$ cat src/rtl/decodificador_seq.sv
// decodificador_seq: programmable N-step symbol sequence validator.
// Accepts a table-driven sequence of W-bit symbols, one per strobe, with
// one-step corrections, two position-dependent terminal symbols and a
// sticky error state. Keeps a saturating count of error entries.
//
// Ports:
//   clk        rising-edge clock
//   Reset      asynchronous active-low reset (clears FSM, table and Erros)
//   Controle   symbol strobe; Entrada is sampled only when high
//   Entrada    W-bit symbol code
//   Reinicio   synchronous restart to IDLE (keeps table and Erros)
//   Prog_en    table write enable; also forces IDLE
//   Prog_addr  table address: 0..N-1 seq, N Fim_A, N+1 Fim_B, N+2 Aborto
//   Prog_dado  table write data
//   Saida      verdict: 00 running/idle, 01 accepted A, 10 accepted B, 11 error
//   Estado     current step 0..N
//   Pronto     one-cycle pulse on entry to any terminal state
//   Erros      saturating count of transitions into the error state
module decodificador_seq #(
    parameter int unsigned W  = 7,
    parameter int unsigned N  = 5,
    parameter int unsigned K  = 3,
    parameter int unsigned CW = 8,
    localparam int unsigned SW = $clog2(N + 1),
    localparam int unsigned AW = $clog2(N + 3)
) (
    input  logic          clk,
    input  logic          Reset,
    input  logic          Controle,
    input  logic [W-1:0]  Entrada,
    input  logic          Reinicio,
    input  logic          Prog_en,
    input  logic [AW-1:0] Prog_addr,
    input  logic [W-1:0]  Prog_dado,
    output logic [1:0]    Saida,
    output logic [SW-1:0] Estado,
    output logic          Pronto,
    output logic [CW-1:0] Erros
);

    typedef enum logic [2:0] {
        ST_IDLE,
        ST_PASSO,
        ST_ACEITO_A,
        ST_ACEITO_B,
        ST_ERRO
    } state_t;

    state_t        state;
    state_t        state_d;
    logic [SW-1:0] step;
    logic [SW-1:0] step_d;

    logic [W-1:0]  seq_tab [N];
    logic [W-1:0]  fim_a;
    logic [W-1:0]  fim_b;
    logic [W-1:0]  aborto;

    logic          adv_hit;
    logic          corr_hit;

    logic [1:0]    saida_d;
    logic          pronto_d;
    logic [CW-1:0] erros_d;

    function automatic logic is_term(input state_t s);
        return (s == ST_ACEITO_A) || (s == ST_ACEITO_B) || (s == ST_ERRO);
    endfunction

    // Symbol table; writes land at the edge and are visible the next cycle
    always_ff @(posedge clk or negedge Reset) begin
        if (!Reset) begin
            for (int unsigned i = 0; i < N; i++) begin
                seq_tab[i] <= '0;
            end
            fim_a  <= '0;
            fim_b  <= '0;
            aborto <= '0;
        end else if (Prog_en) begin
            for (int unsigned i = 0; i < N; i++) begin
                if (32'(Prog_addr) == i) begin
                    seq_tab[i] <= Prog_dado;
                end
            end
            if (32'(Prog_addr) == N)     fim_a  <= Prog_dado;
            if (32'(Prog_addr) == N + 1) fim_b  <= Prog_dado;
            if (32'(Prog_addr) == N + 2) aborto <= Prog_dado;
        end
    end

    // Advance compares against seq[step], correction against seq[step-2];
    // the index loop keeps both lookups in range without explicit guards.
    always_comb begin
        adv_hit  = 1'b0;
        corr_hit = 1'b0;
        for (int unsigned i = 0; i < N; i++) begin
            if ((32'(step) == i) && (Entrada == seq_tab[i])) begin
                adv_hit = 1'b1;
            end
            if ((32'(step) == i + 2) && (Entrada == seq_tab[i])) begin
                corr_hit = 1'b1;
            end
        end
    end

    // State register
    always_ff @(posedge clk or negedge Reset) begin
        if (!Reset) begin
            state <= ST_IDLE;
            step  <= '0;
        end else begin
            state <= state_d;
            step  <= step_d;
        end
    end

    // Next-state logic: Prog_en > Reinicio > symbol strobe
    always_comb begin
        state_d = state;
        step_d  = step;
        if (Prog_en || Reinicio) begin
            state_d = ST_IDLE;
            step_d  = '0;
        end else if (Controle) begin
            case (state)
                ST_IDLE: begin
                    if (Entrada == seq_tab[0]) begin
                        state_d = ST_PASSO;
                        step_d  = SW'(1);
                    end else begin
                        state_d = ST_ERRO;
                    end
                end
                ST_PASSO: begin
                    if (adv_hit) begin
                        step_d = step + SW'(1);
                    end else if (corr_hit) begin
                        step_d = step - SW'(1);
                    end else if ((Entrada == fim_a) && (32'(step) <= K)) begin
                        state_d = ST_ACEITO_A;
                    end else if ((Entrada == fim_b) && (32'(step) > K)) begin
                        state_d = ST_ACEITO_B;
                    end else if (Entrada == aborto) begin
                        state_d = ST_ERRO;
                    end else begin
                        // skip-ahead, repeat, out-of-range terminal, overrun
                        state_d = ST_ERRO;
                    end
                end
                default: begin
                    // terminal states are sticky
                    state_d = state;
                end
            endcase
        end
    end

    // Output logic computed from the next state, then registered
    always_comb begin
        saida_d  = 2'b00;
        pronto_d = 1'b0;
        erros_d  = Erros;
        case (state_d)
            ST_ACEITO_A: saida_d = 2'b01;
            ST_ACEITO_B: saida_d = 2'b10;
            ST_ERRO:     saida_d = 2'b11;
            default:     saida_d = 2'b00;
        endcase
        pronto_d = is_term(state_d) && !is_term(state);
        if ((state_d == ST_ERRO) && (state != ST_ERRO) && (Erros != '1)) begin
            erros_d = Erros + CW'(1);
        end
    end

    // Output registers
    always_ff @(posedge clk or negedge Reset) begin
        if (!Reset) begin
            Saida  <= 2'b00;
            Pronto <= 1'b0;
            Erros  <= '0;
        end else begin
            Saida  <= saida_d;
            Pronto <= pronto_d;
            Erros  <= erros_d;
        end
    end

    assign Estado = step;

endmodule

$ cat config.mk
export PLATFORM = sky130hd
export DESIGN_NAME = decodificador_seq
export DESIGN_NICKNAME = d
export VERILOG_FILES = /design/src/rtl/decodificador_seq.sv
export SDC_FILE = /design/constraint.sdc
export NUM_CORES = 1
export LEC_CHECK = 0
export ABC_AREA = 1
export CORE_MARGIN = 1.5
export CORE_UTILIZATION = 25
export DETAILED_ROUTE_END_ITERATION = 16
export PLACE_DENSITY = 0.39
export SLEW_MARGIN = 20
export SYNTH_ARGS = -nofsm -noshare
export SYNTH_HDL_FRONTEND = slang
export SYNTH_SLANG_ARGS = --single-unit
export TNS_END_PERCENT = 30
$ cat constraint.sdc
create_clock -name clk -period 4.3 [get_ports clk]
set_input_delay 0.645 -clock clk [delete_from_list [all_inputs] [get_ports clk]]
set_output_delay 0.645 -clock clk [all_outputs]
set_load 0.03 [all_outputs]
# Yosys cells after proc, flatten, opt, wreduce, memory -nomap -nowiden
# Index checks and enable logic that the tools add are counted.
[op_classes]
reduce_logical = 34
order_cmp = 2
n_addsub = 3
n_eq_ne = 30
n_mux = 25
[ops]
columns = ["operator", "count"]
rows = [
  ["$eq 7x7->1", 7],
  ["$mux 3", 12],
  ["$eq 3x2->1 const B", 8],
  ["$eq 3x3->1 const B", 8],
  ["$logic_and 1x1->1", 15],
  ["$reduce_and 2->1", 7],
  ["$pmux 3 s2", 2],
  ["$mux 1", 10],
  ["$eq 3x1->1 const B", 3],
  ["$logic_not 3->1", 3],
  ["$add 8x1->8 const B", 1],
  ["$ne 8x8->1 const B", 1],
  ["$ne 3x3->1 const B", 2],
  ["$pmux 2 s3", 1],
  ["$logic_or 1x1->1", 5],
  ["$ne 4x4->1 const B", 1],
  ["$reduce_and 4->1", 1],
  ["$add 3x1->3 const B", 1],
  ["$gt 3x2->1 const B", 1],
  ["$le 3x2->1 const B", 1],
  ["$reduce_bool 3->1", 1],
  ["$sub 3x1->3 const B", 1],
  ["$reduce_bool 2->1", 1],
  ["$logic_not 1->1", 1],
]
[totals]
out_inout_bits = 14
ff_bits = 66

# Logic depth before layout (Yosys ltp)
[depth]
ltp_word = 16
depth_mapped = 19
mapped_depth_nobuf = 18

# Worst setup path after synthesis
# Ideal clock, no wire load.
[synth_timing]
kind = "register -> register"
start = "register step[0], in the netlist Estado[0]"
end = "register Pronto"
arrival_time_ps = 2116
slack_ps = 2063
path_buffers = 0
period_less_slack_ps = 2237
stages_incl_launch_ff = 16
required_ps = 4179
path_cell_list = "dfrtp_1 > ha_1 > ha_1 > a21oi_1 > inv_1 > nor3_1 > nand3_1 > o21a_1 > nor2_1 > nand3_2 > nand2_2 > nand2_2 > nand2_4 > nor2_8 > nor2_2 > nor2_1"
[synth_between]
elab_chain_cells = 16
elab_cells_between_ends = 44
[synth_lines]
columns = ["item", "line", "rtl"]
rows = [
  ["start, declared", "51", "logic [SW-1:0] step;"],
  ["start signal, assigned", "113", "step <= step_d;"],
  ["$eq 3x2->1", "97, 100", ""],
  ["$logic_and 1x1->1", "100", "if ((32'(step) == i + 2) && (Entrada == seq_tab[i])) begin"],
  ["$mux 1 (5 in a row)", "100", ""],
  ["$mux 3", "137", "end else if (corr_hit) begin"],
  ["$mux 3 *", "135", "if (adv_hit) begin"],
  ["$pmux 3 s2 *", "125", "case (state)"],
  ["$mux 3 *", "124", "end else if (Controle) begin"],
  ["$mux 3 *", "121", "if (Prog_en || Reinicio) begin"],
  ["$eq 3x2->1", "67", "return (s == ST_ACEITO_A) || (s == ST_ACEITO_B) || (s == ST_ERRO);"],
  ["$logic_or 1x1->1", "67", ""],
  ["$logic_or 1x1->1 *", "67", ""],
  ["$logic_and 1x1->1 *", "169", "pronto_d = is_term(state_d) && !is_term(state);"],
  ["net pronto_d", "63", "logic pronto_d;"],
  ["end signal, assigned", "183", "Pronto <= pronto_d;"],
  ["end, declared", "37", "output logic Pronto,"],
]
# Mark *: on every way through the listed nets, which the timed path passes. The rest lies on a longest branch.
# A chain may end at the register's enable or synchronous reset.

# Final worst setup path
[layout_timing]
start = "input Entrada[2]"
end = "register Pronto"
[layout_between]
elab_chain_cells = 16
elab_cells_between_ends = 43
[layout_lines]
columns = ["item", "line", "rtl"]
rows = [
  ["start, declared", "30", "input logic [W-1:0] Entrada,"],
  ["$eq 7x7->1", "97, 100, 127", ""],
  ["$logic_and 1x1->1", "100", ""],
  ["$mux 1 (5 in a row)", "100", ""],
  ["$mux 3", "137", ""],
  ["$mux 3", "135", ""],
  ["$pmux 3 s2 *", "125", ""],
  ["$mux 3 *", "124", ""],
  ["$mux 3 *", "121", ""],
  ["$eq 3x2->1", "67", ""],
  ["$logic_or 1x1->1", "67", ""],
  ["$logic_or 1x1->1 *", "67", ""],
  ["$logic_and 1x1->1 *", "169", ""],
  ["net pronto_d", "63", ""],
]
# Marked as above.

==> results.ini <==
[sta]
fmax_mhz = 370
finalHoldViolations = 0
rsz0062_at_grt = no
setup_viol = 0
tns_ns = 0
period_minus_slack_ns = 2.70
worst_pin_slew_ns = 0.815
period_share_pct = 62.8
clock_skew_ns = 0.00442
slew_headroom_pct = 45.7
slew_violations = 0

[routing]
drtPass1Iterations = 4
vias = 2836
drc = 0
ant_nets = 0
wl_per_cell_um = 13.9
first_iter_violations = 156
postRouteWirelength_mm = 9.28
viasPerCell = 4.24

[critical_path]
worstPathCellList = clkdlybuf4s50_1 > xor2_1 > nor3_1 > nand3_1 > o21a_1 > nor2_1 > nand3_2 > nand2_2 > nand2_2 > nand2_4 > nor2_8 > nor2_2 > nor2_1
cp.required_ns = 4.52
cpPeakStageDelay_ns = 0.66
cp-start-kind = primary input
worstPathArrival_ns = 2.92
crit_path_start = Entrada[2]
crit_slowest_cell = clkdlybuf4s50_1
reg2reg_from = Estado[0]$_DFFE_PN0P_
worst-path-max-fanout = 10
crit_type = primary input to flop
cp-end-kind = flop

[synth]
ys_ff_latch = 66
synth_edf_count = 0
ys_top_cells_by_area = dfrtp_1 (45%), nand2_1 (13%), xnor2_1 (7.6%), o21ai_0 (7.2%), xor2_1 (4.3%)
synth_area_um2 = 3690
yosysTopAreaCellShare_pct = 44.7
synthCells = 447
synth_top_area_cell = dfrtp_1
syn_avg_cell_area_um2 = 8.27
yosysWarnings = 0
async_reset_ff_share_pct = 100
seq_area_frac_synth_pct = 44.7
ys_types = 29
synth_fp_nets = 476
synth_flop_cell = dfrtp_1

[place]
portBuffers = 35
placed_cells = 653
gp_congestion = 0.714
dp_hpwl_mm = 6.72

[cells_and_area]
syn_to_final_growth_pct = 20.8
diodes = 0
drive_above_1_share_pct = 9.07
fillCellCount = 1533
fin_nets = 509
stdcell_count = 669

[clock_network]
path_clk_slew_ns = 0.05
cts_buffers = 9
holdBufCountCts = 0
cts.repair.resized = 0
cts.path.max_buffers = 2
clock_sinks = 66
cts-htree-levels = 3
clk_latency_ns = 0.34
cts_tree = built
postCtsSetupBuffers = 0
root_buffer = clkbuf_16

[global_routing]
grtUsageTotal_pct = 12.9
grt_max_degree = 36
grt_remaining_overflow = 0
grt_pass1_wl_mm = 15.4
grt_pass1_vias = 2821
antenna_found_initial = 0

[die]
initial_core_util_pct = 25.5
pin_count = 36
die_w_um = 125
die_y_um = 125
coreArea_um2 = 14500
rows = 44
die_area_um2 = 15500

[power]
cellLeakagePower_uw = 0.00206
power.density_nw_per_um2 = 434
peakVddDrop_uv = 187

[outcome]
status = completed

[min_path]
hp-class = primary input to async pin

[job]
drv_cap = 0

==> worst paths after layout <==
check / end / slack [ns] / cells after the start
worst min register to register: Erros[4]$_DFFE_PN0P_ / 0.50 / 2
worst max-delay path: Pronto$_DFF_PN0_ / 1.60 / 13
min in group clk: Erros[4]$_DFFE_PN0P_ / 0.50 / 2
worst min-delay path: Estado[1]$_DFFE_PN0P_ / 0.40 / 1
max in group asynchronous: seq_tab[1]$_DFFE_PN0P_ / 2.93 / 2
worst max register to register: Pronto$_DFF_PN0_ / 1.70 / 15
==> registers in the layout, summed over array words and instances, names as in the netlist <==
register,cells
Pronto,1
fim_b,7
Saida,2
Estado,3
state,3
fim_a,7
Erros,8
seq_tab,35
==> cell type report <==
| cell class | count | area (µm²) | area share (%) |
|---|---|---|---|
| Multi-Input combinational cell | 327 | 1790 | 40.2 |
| Sequential cell | 66 | 1650 | 37.0 |
| Timing Repair Buffer | 36 | 353 | 7.90 |
| Clock buffer | 14 | 274 | 6.14 |
| Tap cell | 184 | 230 | 5.16 |
| Inverter | 40 | 153 | 3.42 |
| Clock inverter | 2 | 10.0 | 0.224 |
==> synthesized netlist by cell type, types with 2 or more instances <==
cell type    n
inv_2        5
nand3_1     22
nor2_1      31
nand2_4      4
nand2_1    128
xor2_1      18
nand3_2      5
nand2_2      6
clkbuf_1     7
nor3_1       4
buf_4        2
xnor2_1     32
ha_1         7
a21oi_1      5
inv_1       34
nor2_4       2
buf_6        5
o21ai_0     53
dfrtp_1     66
nor2_2       2
==> placed cells by master (no fill, tap or decap), drive strengths merged, types with 2 or more instances in the layout <==
cell type      instances
a21oi                  6
o21ai                 53
ha                     7
dfrtp                 66
clkdlybuf4s50         34
nor3                   4
buf                    2
nor2                  36
xnor2                 32
clkbuf                14
nand2                138
nand3                 27
clkinv                 2
xor2                  18
inv                   40
==> where the power goes <==
group / total, µW / switching [µW] / internal [µW]
Combinational: 419 / 236 / 182
Clock: 706 / 270 / 436
Sequential: 813 / 84.6 / 729
Total: 1940 / 591 / 1350
==> per-layer routing <==
layer | global-route usage (%) | share of wire (%)
met1 | 17.5 | 50
met2 | 19.8 | 45
met3 | 2.32 | 2.8
met4 | 6.29 | 2.1
met5 | 0 | 0
==> logic make-up after synthesis <==
logic type                 Yosys count  synth area share [%]
xor gates and xnor gates            50                  11.9
AOI/OAI and AO/OA                   63                  9.18
buffers and inverters               54                  6.77
adders and majority gates            7                  2.37
DFF                                 66                  44.7
and+or+nand+nor                    207                  25.1
==> worst max-delay path, delay by kind of cell <==
kind / cells / cell delay [ns]
simple gates: 10 / 1.17
buf+inv: 1 / 0.66
xor+xnor: 1 / 0.27
compound gates: 1 / 0.17
==> stage by stage <==
stage                     total power (µW)  utilization [%]  setup slack, ns  cell area, µm²  hold slack [ns]
after floorplan                       1100                -             2.06            3690            0.349
after global placement                1240             28.9             1.22            4180            0.485
after detailed placement              1250             28.9             1.19            4180            0.489
after CTS                             1980             30.8             1.56            4460            0.443
after global routing                  2070             30.8             1.34            4460            0.468
final                                 1940             30.8             1.60            4460            0.400
Power figures use the tool's default switching activity.
